File: src/rtl/pc_fetch_unit.sv
// rtl/pc_fetch_unit.sv - PC register and instruction-fetch sequencer (optional counter: PC_FETCH_COUNT_EN)
module pc_fetch_unit #(
  parameter logic [31:0] RESET_PC = 32'h0000_0000
) (
  input  logic        clk,
  input  logic        rst,
  output logic [31:0] pc_out,
  input  logic [31:0] pc_next_in,
  input  logic        branch_taken,
  input  logic [31:0] branch_target,
  output logic        imem_req,
  input  logic        imem_ack,
  input  logic [31:0] imem_rdata,
  output logic [31:0] instr_out,
  output logic        instr_valid,
  input  logic        instr_ready,
  output logic [31:0] fetch_count
);

  typedef enum logic [1:0] {
    S_IDLE = 2'd0,
    S_REQ  = 2'd1,
    S_HOLD = 2'd2
  } state_t;

  state_t      state_q, state_d;
  logic [31:0] pc_q, pc_d;
  logic [31:0] tgt_q, tgt_d;
  logic        squash_q, squash_d;
  logic [31:0] instr_q, instr_d;
  logic        valid_q, valid_d;
  logic        req_q, req_d;

  // Next-state logic: sequencing, redirect handling and registered-output targets
  always_comb begin
    state_d  = state_q;
    pc_d     = pc_q;
    tgt_d    = tgt_q;
    squash_d = squash_q;
    instr_d  = instr_q;
    case (state_q)
      S_IDLE: begin
        if (branch_taken) pc_d = branch_target;
        state_d = S_REQ;
      end
      S_REQ: begin
        if (imem_ack) begin
          if (squash_q || branch_taken) begin
            // Response belongs to the stale path: drop it and restart at the redirect
            pc_d     = branch_taken ? branch_target : tgt_q;
            squash_d = 1'b0;
            state_d  = S_IDLE;
          end else begin
            instr_d = imem_rdata;
            state_d = S_HOLD;
          end
        end else if (branch_taken) begin
          // Request is in flight with the old address; remember the newest target
          tgt_d    = branch_target;
          squash_d = 1'b1;
        end
      end
      S_HOLD: begin
        if (branch_taken) begin
          pc_d    = branch_target;
          state_d = S_REQ;
        end else if (instr_ready) begin
          pc_d    = pc_next_in;
          state_d = S_REQ;
        end
      end
      default: state_d = S_IDLE;
    endcase
    req_d   = (state_d == S_REQ);
    valid_d = (state_d == S_HOLD);
  end

  // State and output registers
  always_ff @(posedge clk or posedge rst) begin
    if (rst) begin
      state_q  <= S_IDLE;
      pc_q     <= RESET_PC;
      tgt_q    <= 32'h0;
      squash_q <= 1'b0;
      instr_q  <= 32'h0;
      valid_q  <= 1'b0;
      req_q    <= 1'b0;
    end else begin
      state_q  <= state_d;
      pc_q     <= pc_d;
      tgt_q    <= tgt_d;
      squash_q <= squash_d;
      instr_q  <= instr_d;
      valid_q  <= valid_d;
      req_q    <= req_d;
    end
  end

  assign pc_out      = pc_q;
  assign imem_req    = req_q;
  assign instr_out   = instr_q;
  assign instr_valid = valid_q;

`ifdef PC_FETCH_COUNT_EN
  logic [31:0] count_q, count_d;
  logic        xfer;

  // A transfer is an accepted instruction that was not overridden by a redirect
  assign xfer    = (state_q == S_HOLD) && instr_ready && !branch_taken;
  assign count_d = count_q + {31'h0, xfer};

  // Accepted-instruction counter, wraps naturally at 2^32
  always_ff @(posedge clk or posedge rst) begin
    if (rst) count_q <= 32'h0;
    else     count_q <= count_d;
  end

  assign fetch_count = count_q;
`else
  assign fetch_count = 32'h0;
`endif

endmodule

File: config.mk
export PLATFORM = sky130hd
export DESIGN_NAME = pc_fetch_unit
export DESIGN_NICKNAME = d
export VERILOG_FILES = /design/src/rtl/pc_fetch_unit.sv
export SDC_FILE = /design/constraint.sdc
export NUM_CORES = 1
export LEC_CHECK = 0
export ABC_AREA = 1
export BUFFER_PORTS_ARGS = -buffer_cell sky130_fd_sc_hd__buf_4
export CORE_UTILIZATION = 40
export CTS_BUF_LIST = sky130_fd_sc_hd__clkbuf_16
export CTS_CLUSTER_SIZE = 24
export DETAILED_ROUTE_END_ITERATION = 7
export GPL_TIMING_DRIVEN = 0
export PLACE_DENSITY = 0.65
export REMOVE_ABC_BUFFERS = 1
export SYNTH_ARGS = -nofsm -noshare
export SYNTH_HDL_FRONTEND = slang
export SYNTH_SLANG_ARGS = --single-unit
File: constraint.sdc
create_clock -name clk -period 6.44 [get_ports clk]
set_input_delay 1.288 -clock clk [delete_from_list [all_inputs] [get_ports clk]]
set_output_delay 1.288 -clock clk [all_outputs]
set_load 0.01 [all_outputs]
======== Word level (Yosys, flattened, before mapping) ========
Cells that the tools add are included.
storage, ports and cells
  register bits ........................... 101
  bits in latches ......................... 0
  bits in writable memories ............... 0
  memory bits (read-only) ................. 0
  input bits .............................. 101
  output and inout port bits .............. 98
  logic and storage cells ................. 41
  memories ................................ 0
operators by class
  add/subtract/negate cells ............... 0
  multiply operators ...................... 0
  div/mod/pow operators ................... 0
  $lt $le $gt $ge ......................... 0
  equal/unequal tests ..................... 9
  shift-type cells ........................ 0
  multiplexer cells ....................... 15
  bitwise gates (word level) .............. 2
  reductions and logical operators ........ 8
operator list
  cell                                                              count
  32-bit 2-to-1 mux                                                 6
  32-bit case mux with 3 select lines                               1
  2-bit 2-to-1 mux                                                  4
  2-bit != test (second input constant)                             3
  2-bit case mux with 3 select lines                                1
  3-bit AND reduction                                               2
  5-bit AND reduction                                               1
  2-bit by 1-bit == test with 1-bit output (second input constant)  2
  2-bit == test (second input constant)                             2
  1-bit 2-to-1 mux                                                  3
  3-bit != test (second input constant)                             1
  3-bit nonzero test                                                1
  2-bit zero test                                                   1
  2-bit by 1-bit != test with 1-bit output (second input constant)  1
  1-bit NOT                                                         2
  2-bit AND reduction                                               1
  2-bit nonzero test                                                1
  1-bit logical OR                                                  1

======== Logic depth before layout (Yosys ltp) ========
  word-level depth ........................ 5
  gate-level depth with buffers ........... 11
  depth with buffers taken out ............ 9

======== Worst setup path after synthesis ========
OpenSTA, ideal clock, no wires.
  kind .................................... input-to-reg
  from .................................... in branch_taken
  to ...................................... reg pc_q[0], in the netlist pc_out[0]
  setup time .............................. 0.117 ns
  data arrival time ....................... 2.071 ns
  data required time ...................... 6.323 ns
  slack ................................... 4.252 ns
  stages .................................. 9
  buffers on the path ..................... 2
  cell sequence ........................... buf_4 nor2_2 nand2_2 nand3_4 nor2_8 inv_4 buf_6 nand2_1 nand2_1
on the way
  cells in the longest elaborated chain, start to end .. 4
  elaborated cells between the ends (all ways) .. 10
  classes of those cells .................. 3 x eq/ne; 5 x mux; 2 x reduce/logical
RTL lines
  item                                 line  source
  from (decl)                          9     input logic branch_taken,
  32-bit 2-to-1 mux                    -
  32-bit 2-to-1 mux                    48    if (squash_q || branch_taken) begin
  32-bit 2-to-1 mux                    47    if (imem_ack) begin
  32-bit case mux with 3 select lines  41    case (state_q)
  to (signal assigned)                 90    pc_q <= pc_d;
  to (decl)                            27    logic [31:0] pc_q, pc_d;
Several ways; a longest one is shown, not always the timed one. The select of a mux whose other input is x is not followed.
A chain may end at the register's enable or synchronous reset.

======== Worst setup path after layout ========
  from .................................... in branch_taken
  to ...................................... reg pc_q[7], in the netlist pc_out[7]
The elaborated chain is that of the path after synthesis.

==> summary.md <==
| Metric | Value |
|---|---|
| DRC | 0 |
| Final min period | about 3400 ps |
| Hold path start | instr_out[2] |
| Xor-xnor portion of the synthesized cell area | 0% |
| Final ANT Viol Nets | 0 |
| Via count | 5188 |
| CTS Buf Count | 9 |
| Worst EP arrival | ~3700 ps |
| Starting Density | 41.79% |
| Critical Path Max Stage Delay | 550 ps |
| Peak Freq | between 200 and 300 MHz |
| Crit path launch type | input pin |
| Initial antenna violation count | 0 |
| Synth Area in Compound Gates | 0.3116% |
| Status | complete, no violations |
| WP data required | roughly 6700 ps |
| First-pass GRT wire length | 23760 um |
| Full die area | approximately 15000 um2 |
| Register bit total from synthesis | 101 |
| Clk_lat worst skew | roughly 350 ps |
| GRT Residual Overflow | 0 |
| Final Hold Fails | 0 |
| Dpl cells | between 1000 and 1500 |
| Post-Syn Instances | 797 |
| Starting DRT DRC Count | ~300 |
| Crit-path slowest cell | inv_2 |
| Placer Congestion | 0.7741 |
| CP cell instances | buf_4 > inv_2 > nand2_1 > nand3_4 > nor2_8 > inv_4 > nand2_1 > nand2_1 |
| FF-to-FF path depth | 9 |
| H-tree lvl count | 3 |
| R2R Setup Slk | approximately 3300 ps |
| Sw Ratio | 40.68% |
| Drt wl/cell | 13.04 um |
| Vias/cell | 4.665 |
| Post-synthesis mux area share | 0% |
| Hold_buf cts | 0 |
| Crit. End Element | flop |
| DRT Wirelength | approximately 14000 um |
| Postcts setup bufs | 0 |
| Period utilization | 53.29% |
| Largest net degree at the start of global routing | 67 |
| Commonest non-fill, non-tap cell in the layout | nand2_1 |
| Fraction of the mapped netlist area in adder cells | 0.8903% |
| Hold Path Sink | instr_out[2] |
| CP Class | in2reg |
| # IOs | 199 |
| Nets | 1036 |
| Pwr Density | 450.6 nW/um2 |
| Syn Area/Cell | around 7 um2 |
| Worst Skew | 9.106 ps |
| TritonCTS clock tree | yes |
| Overall global routing resource usage | 20.71% |
| Clk buf depth | 2 |
| Fin. max-slew vios | 0 |
| PortBufs | 166 |
| Combinational Power Share | 48.9% |
| Die W | 120.6 um |
| Proportion of power drawn by flip-flops and latches | 34.2% |
| Slew @ Worst Pin | 1144 ps |
| Sum Neg Setup Slack | 0 ps |
| Hold Path Class | reg2reg |
| RSZ-0062 raised after global routing | no |
| Number of detailed-route iterations in the first pass | 4 |
| Core area | 13450 um2 |
| Ratio of cells with drive above 1 in the final layout | 24.57% |
| Post-Synth Simple-Gate Area | between 40% and 50% |
| Hold path cells | 2 |
| Synth warn | 0 |
| Clk slew on worst S/H paths | approximately 70 ps |
| Leakage | 4.033 nW |
| Peak VDD IR | roughly 0.00022 V |
| Clock root cell | clkbuf_16 |
| Gates resized, CTS repair | 0 |
| Diode count | 0 |
| Final std cells w/o fill | 1112 |
| Vias in the first global route | 4796 |
| Normalized max-slew margin | 23.75% |
| Largest family of logic cells by synthesized area | simple AND/OR/NAND/NOR gates |
| Unique masters post-synth | 22 |
| Layout area overhead | 25.22% |
| Die Ht | around 120 um |
| Sequential share of the synthesized area | 44.96% |
| Most frequent cells in the layout | nand2_1 (491), buf_4 (166), dfrtp_1 (101), nand3_1 (64) |
| FP Rows | 42 |
| Setup violators final | 0 |
| Switch Pwr | 1.291 mW |
| Reg2reg start | state_q[1] |
| DP Wirelength | slightly above 9000 um |
| Power Internal | 1.882 mW |
| Critical Path Fanout Max | 66 |
| Clock share of power | 16.9% |
| CP most frequent cell | nand2_1 |
| Reg-to-Reg End | instr_valid |
| Post-Synthesis Cell Area | 5622 um2 |
| Clk sinks | 101 |
| MaxCap Viol Count | 0 |
==> final cells by class <==
cell class                 instances  area (um2)
clock inverter                     7       57.56
tap                              176       220.2
multi-input combinational        639        2658
clock buffer                       9       225.2
inverter                          12       50.05
fill                            1387        6414
timing repair buffer             168        1301
sequential                       101        2527
==> sequential cells by signal, summed over array words and instances (netlist names) <==
name	flops
tgt_q	32
instr_valid	1
pc_out	32
imem_req	1
squash_q	1
instr_out	32
state_q	2
==> power groups by stage <==
| stage | sequential, mW | combinational, mW | clock [mW] |
|---|---|---|---|
| final | 1.08 | 1.55 | 0.536 |
| after global routing | 1.12 | 1.77 | 0.578 |
| after CTS | 1.08 | 1.58 | 0.549 |
| after detailed placement | 1.09 | 1.58 | 0 |
| after global placement | 1.09 | 1.54 | 0 |
| after floorplan | 1.16 | 0.847 | 0 |
==> kinds of logic (layout without fill, tap and decap cells) <==
group / count (synthesis) / in the layout
AO/OA/AOI/OAI: 3 / 3
adder cells (fa/ha/maj): 4 / 4
buffers and inverters: 88 / 196
flip-flops: 101 / 101
other: 1 / 32
AND/OR/NAND/NOR: 600 / 600
==> cell usage after synthesis, drive strengths merged <==
library cell	number	area share (%)
nand2	494	33
dfrtp	101	45
nand3	65	6.0
buf	62	8.2
or2	32	3.6
clkbuf	14	0.93
inv	12	0.85
nor2	9	1.1
ha	4	0.89
o21ai	2	0.18
conb	1	0.067
o21bai	1	0.13
==> per-stage QoR <==
step	hold WS [ps]	cell area, um2	power, mW	utilization [%]	setup slack, ps
floorplan	449.2	5225	2.008	-	2505
global placement	457.3	6691	2.621	49.74	1137
detailed placement	460.9	6756	2.665	50.22	2590
CTS	479.0	7039	3.212	52.33	2956
global route	483.1	7039	3.464	52.33	2740
finish	476.2	7039	3.172	52.33	3008
==> how the worst max path moves through the flow <==
stage / endpoint / slack, ps / start
final: pc_out[7] / 3010 / branch_taken
after global placement: pc_out[17] / 1140 / rst
after detailed placement: pc_out[7] / 2590 / branch_taken
after CTS: pc_out[2] / 2960 / branch_taken
after global routing: pc_out[9] / 2740 / branch_taken
after floorplan: imem_req / 2500 / rst
==> per-layer routing <==
layer	up-vias	share of wire [%]	track usage (%)
li1	2640	-	-
met1	2368	46	27.79
met2	168	44	32.00
met3	12	8.5	6.368
met4	0	1.1	6.250
met5	-	0	0
==> worst max-delay path, delay by kind of cell <==
kind                   cells  cell delay (ps)
buffers and inverters      3             1220
AND/OR/NAND/NOR            5             1120
(Power assumes the default switching activity.)
